<file path="config.mk">
export PLATFORM = sky130hd
export DESIGN_NAME = load_store_unit
export DESIGN_NICKNAME = d
export VERILOG_FILES = /design/src/rtl/load_store_unit.sv
export SDC_FILE = /design/constraint.sdc
export NUM_CORES = 1
export LEC_CHECK = 0
export ABC_AREA = 1
export BUFFER_PORTS_ARGS = -buffer_cell sky130_fd_sc_hd__buf_2
export CORE_ASPECT_RATIO = 2
export CORE_UTILIZATION = 33
export CTS_BUF_LIST = sky130_fd_sc_hd__clkbuf_4
export DETAILED_ROUTE_END_ITERATION = 6
export SYNTH_ARGS = -nofsm -noshare
export SYNTH_HDL_FRONTEND = slang
export SYNTH_SLANG_ARGS = --single-unit
</file>
<file path="constraint.sdc">
create_clock -name CLK -period 3.7 [get_ports CLK]
set_clock_uncertainty 0.2 [all_clocks]
set_input_delay 0.555 -clock CLK [delete_from_list [all_inputs] [get_ports CLK]]
set_output_delay 0.555 -clock CLK [all_outputs]
set_load 0.02 [all_outputs]
</file>
<file path="src/rtl/load_store_unit.sv">
// Load/store unit: byte, halfword and word accesses over a 32-bit valid/ready
// data-memory bus. A misaligned access is split into two word beats. Load data
// is returned sign- or zero-extended, and the core is stalled while busy.
module load_store_unit #(
  parameter int ADDR_W = 32
) (
  input  logic              CLK,
  input  logic              RST_N,
  input  logic              req_valid,
  output logic              req_ready,
  input  logic [1:0]        store_size,
  input  logic [2:0]        funct3,
  input  logic [ADDR_W-1:0] addr,
  input  logic [31:0]       wdata,
  output logic              busy,
  output logic              done,
  output logic              fault,
  output logic [31:0]       rdata,
  output logic              mem_valid,
  input  logic              mem_ready,
  output logic [ADDR_W-1:0] mem_addr,
  output logic              mem_we,
  output logic [3:0]        mem_wstrb,
  output logic [31:0]       mem_wdata,
  input  logic [31:0]       mem_rdata
);

  typedef enum logic [1:0] {IDLE, BEAT0, BEAT1, RESP} state_t;

  state_t state, state_next;

  logic              accept;
  logic              is_load_in;
  logic              illegal_in;
  logic              split_in;
  logic [1:0]        size_code;
  logic [2:0]        nbytes_in;
  logic [1:0]        off_in;
  logic [7:0]        mask_in;
  logic [63:0]       data_in;
  logic [ADDR_W-1:0] word_addr_in;

  logic              cap_load;
  logic              cap_split;
  logic [1:0]        cap_off;
  logic [2:0]        cap_funct3;
  logic [ADDR_W-1:0] hi_addr;
  logic [3:0]        hi_wstrb;
  logic [31:0]       hi_wdata;
  logic [31:0]       buf_lo;

  logic [63:0]       load_buf;
  logic [31:0]       load_shift;
  logic [31:0]       load_ext;

  assign req_ready = (state == IDLE) && RST_N;
  assign busy      = (state != IDLE);
  assign accept    = (state == IDLE) && req_valid && req_ready;

  // Decode the live request: access size, split decision, lane mask and lane-aligned data
  always_comb begin
    is_load_in   = (store_size == 2'b11);
    illegal_in   = is_load_in && ((funct3 == 3'b011) || (funct3 == 3'b110) || (funct3 == 3'b111));
    size_code    = is_load_in ? funct3[1:0] : store_size;
    case (size_code)
      2'b00:   nbytes_in = 3'd1;
      2'b01:   nbytes_in = 3'd2;
      default: nbytes_in = 3'd4;
    endcase
    off_in       = addr[1:0];
    split_in     = ({1'b0, off_in} + nbytes_in) > 3'd4;
    mask_in      = ((8'd1 << nbytes_in) - 8'd1) << off_in;
    data_in      = {32'd0, wdata} << {off_in, 3'b000};
    word_addr_in = {addr[ADDR_W-1:2], 2'b00};
  end

  // Assemble the load result from the beat buffer, then extend it per the load type
  always_comb begin
    load_buf   = (state == BEAT1) ? {mem_rdata, buf_lo} : {32'd0, mem_rdata};
    load_shift = load_buf[{cap_off, 3'b000} +: 32];
    case (cap_funct3)
      3'b000:  load_ext = {{24{load_shift[7]}}, load_shift[7:0]};
      3'b001:  load_ext = {{16{load_shift[15]}}, load_shift[15:0]};
      3'b100:  load_ext = {24'd0, load_shift[7:0]};
      3'b101:  load_ext = {16'd0, load_shift[15:0]};
      default: load_ext = load_shift;
    endcase
  end

  // Next-state logic: illegal loads skip the bus, split accesses take a second beat
  always_comb begin
    state_next = state;
    case (state)
      IDLE:    if (accept) state_next = illegal_in ? RESP : BEAT0;
      BEAT0:   if (mem_ready) state_next = cap_split ? BEAT1 : RESP;
      BEAT1:   if (mem_ready) state_next = RESP;
      default: state_next = IDLE;
    endcase
  end

  // State register
  always_ff @(posedge CLK) begin
    if (!RST_N) state <= IDLE;
    else        state <= state_next;
  end

  // Bus outputs, captured request and response registers, held stable until each beat is accepted
  always_ff @(posedge CLK) begin
    if (!RST_N) begin
      mem_valid  <= 1'b0;
      mem_we     <= 1'b0;
      mem_wstrb  <= 4'b0000;
      mem_addr   <= '0;
      mem_wdata  <= 32'd0;
      done       <= 1'b0;
      fault      <= 1'b0;
      rdata      <= 32'd0;
      cap_load   <= 1'b0;
      cap_split  <= 1'b0;
      cap_off    <= 2'b00;
      cap_funct3 <= 3'b000;
      hi_addr    <= '0;
      hi_wstrb   <= 4'b0000;
      hi_wdata   <= 32'd0;
      buf_lo     <= 32'd0;
    end else begin
      done  <= 1'b0;
      fault <= 1'b0;
      case (state)
        IDLE: begin
          if (accept) begin
            cap_load   <= is_load_in;
            cap_split  <= split_in;
            cap_off    <= off_in;
            cap_funct3 <= funct3;
            if (illegal_in) begin
              done  <= 1'b1;
              fault <= 1'b1;
              rdata <= 32'd0;
            end else begin
              mem_valid <= 1'b1;
              mem_addr  <= word_addr_in;
              mem_we    <= !is_load_in;
              mem_wstrb <= is_load_in ? 4'b0000 : mask_in[3:0];
              mem_wdata <= is_load_in ? 32'd0 : data_in[31:0];
              hi_addr   <= word_addr_in + {{(ADDR_W-3){1'b0}}, 3'b100};
              hi_wstrb  <= is_load_in ? 4'b0000 : mask_in[7:4];
              hi_wdata  <= is_load_in ? 32'd0 : data_in[63:32];
            end
          end
        end
        BEAT0: begin
          if (mem_ready) begin
            buf_lo <= mem_rdata;
            if (cap_split) begin
              mem_addr  <= hi_addr;
              mem_wstrb <= hi_wstrb;
              mem_wdata <= hi_wdata;
            end else begin
              mem_valid <= 1'b0;
              mem_we    <= 1'b0;
              mem_wstrb <= 4'b0000;
              done      <= 1'b1;
              if (cap_load) rdata <= load_ext;
            end
          end
        end
        BEAT1: begin
          if (mem_ready) begin
            mem_valid <= 1'b0;
            mem_we    <= 1'b0;
            mem_wstrb <= 4'b0000;
            done      <= 1'b1;
            if (cap_load) rdata <= load_ext;
          end
        end
        default: ;
      endcase
    end
  end

endmodule

</file>
==> flow_summary.json <==
{
  "yosysMostFrequentCell": "nand2_1",
  "critPathKind": "reg -> reg",
  "hold_path_class": "in -> reg",
  "fin_nets": 1980,
  "antenna_found_initial": 2,
  "h-tree-depth": 2,
  "synth_cell_types": 45,
  "grt_usage_pct": 25.3,
  "path_clk_slew_ns": 0.07,
  "max_freq_mhz": 356,
  "die_h_um": 255,
  "hold_buffers": 80,
  "path_max_fanout": 30,
  "setup_tns_ns": 0,
  "netlist_area_sq_mm": 0.0106,
  "worst_slew_pin_slew_ns": 0.983,
  "area_growth_pct": 24.9,
  "clockRootBuffer": "clkbuf_4",
  "cts_buffer_depth": 3,
  "viasPerCell": 5.14,
  "post_cts_buffers": 0,
  "cts_made_buffers": 50,
  "antenna_left": 0,
  "grt_use_met2_pct": 47.6,
  "p_leak_nw": 5.94,
  "grt_max_degree": 125,
  "synth_top_area_cell": "dfxtp_1",
  "drt-initial-drc-count": 787,
  "startpoint_type": "register",
  "timing_hold_violations_final": 0,
  "synth_edf_count": 0,
  "die_x_um": 129,
  "dp_hpwl_mm": 29.8,
  "drt-total-wl_mm": 41.6,
  "grt_pass1_wl_mm": 62.8,
  "ioPinCount": 211,
  "overflow": 0,
  "core_area_sq_mm": 0.0315,
  "slew-limit-headroom_pct": 34.4,
  "drive_gt1_share_pct": 17.6,
  "synth_top_area_share_pct": 38.0,
  "numPortBuffers": 208,
  "clk_latency_ns": 0.70,
  "vias": 11935,
  "synth-async-reset-ratio_pct": 0,
  "crit_arrival_ns": 3.21,
  "ys_seq_area_share_pct": 38.0,
  "detail_route.first_pass.iterations": 7,
  "end_kind": "register",
  "status": "completed",
  "rsz0062_at_grt": "no",
  "ir_drop_v": 0.000762,
  "period_share_pct": 75.9,
  "max-cap-violations": 0,
  "initial_core_util_pct": 33.5,
  "powerDensity_mw_per_mm2": 679,
  "clock_sinks": 201,
  "cts_tree": "yes",
  "netlist_top_cells_count": "475 x nand2_1, 202 x nor2_1, 201 x dfxtp_1",
  "yosysWarnings": 0,
  "period_needed_ns": 2.81,
  "hold_slack_ns": 0.0770,
  "finalMaxSlewViolations": 0,
  "met3_usage_pct": 4.83,
  "placementRows": 92,
  "setup_viol": 0,
  "wl_per_cell_um": 17.9,
  "syn_inst": 1616,
  "use_met1_pct": 23.1,
  "required_ns": 4.10,
  "synth_area_leaders": "dfxtp_1 38%, nand2_1 17%, nor2_1 7.2%",
  "ys.flop_type": "dfxtp_1",
  "fp.dieArea_sq_mm": 0.0328,
  "ys_ff_latch": 201,
  "cts_resized": 0,
  "drcViolationCount": 0,
  "busiest_layer": "met2",
  "syn_avg_cell_area_sq_um": 6.55,
  "grt_pass1_vias": 11736,
  "globalplace.congestion": 1.01
}
## logic make-up after synthesis
logic type | after synthesis | synth area share, %
adder cells (fa/ha/maj) | 9 | 1.14
XOR/XNOR | 13 | 1.08
other | 1 | 0.0355
buffers and inverters | 196 | 7.95
AO/OA/AOI/OAI | 382 | 20.0
multiplexers | 7 | 0.662
AND/OR/NAND/NOR | 807 | 31.1
flip-flops | 201 | 38.0
## metrics by stage
stage	power, mW	instance area, sq um	util, %	worst slack [ns]	instances
3_3_place_gp	7.04	11800	37.4	0.991	2157
2_1_floorplan	5.79	10600	-	1.34	1617
4_1_cts	9.06	13200	41.9	0.956	2318
5_1_grt	9.63	13200	41.9	0.681	2320
3_5_place_dp	7.08	11800	37.4	0.951	2157
6_report	8.98	13200	41.9	0.891	2320
## routing by layer
metal	vias up	wire length [um]
met4	0	3370
li1	5849	-
met3	158	2280
met1	5484	13900
met5	-	0
met2	444	22000
## registers in the layout, summed over array words and instances, names as in the netlist, 4 cells and up
signal and flops:
hi_wstrb 4, mem_wdata 32, buf_lo 32, mem_wstrb 4, mem_addr 30, hi_wdata 24
hi_addr 30, rdata 32
## worst paths after layout
path,depth (start not counted),endpoint,from,slack [ns]
setup / recovery,10,rdata[13],state[0],0.89
hold / removal,5,hi_wdata[15],wdata[23],0.08
setup reg to reg,10,rdata[13],state[0],0.89
hold reg to reg,2,mem_wdata[7],hi_wdata[7],0.24
## area by class of cell
type	count	area [sq um]
inverters	87	333
fillers	3498	18300
multi-input cells	1220	5730
flip-flops and latches	201	4030
well taps	423	529
clock inverters	10	67.6
repair buffers	306	1990
clock buffers	71	533
diodes	2	5.00
## critical path, stage by stage (launching register included)
cell and delay [ns]:
dfxtp_1 0.39, inv_1 0.10, ha_1 0.22, buf_4 0.23, inv_2 0.39, o21ai_0 0.24
o211ai_1 0.53, nand3_1 0.14, nand2_1 0.11, nand2_1 0.06, a21oi_1 0.11
## where the power goes
| group | internal [mW] | leakage [nW] | total (mW) | switching, mW |
|---|---|---|---|---|
| clock network | 0.939 | 0.353 | 1.87 | 0.928 |
| logic | 1.21 | 3.94 | 4.09 | 2.88 |
| registers | 2.71 | 1.64 | 3.02 | 0.310 |
## layout by cell type (no fill, tap or decap), types with 2 or more instances in the layout
cell           netlist  final
a22oi_1              6      6
nor2_4               3      4
o21bai_1             2      2
xor2_1               8      8
clkinv_1             3     11
nand2_2              3      3
nor2_2               2      2
nand2_1            475    475
a31oi_1             49     49
nand3_1             89     89
a211oi_1             8      8
nand4_1              7      7
o21ai_0            143    143
a32oi_1              4      4
o31ai_1              7      7
nor2_1             202    201
inv_1               74     73
buf_4                9     18
dfxtp_1            201    200
nor3_1              10     10
dlygate4sd3_1        0     80
a21oi_1            134    134
clkbuf_4             0     71
diode_2              0      2
ha_1                 8      7
conb_1               1      2
xnor2_1              5      5
mux2i_1              7      7
inv_2                9      9
or2_2                5      5
o211ai_1            25     25
nand3b_1             5      5
buf_2               29    207
(Power assumes the default switching activity.)
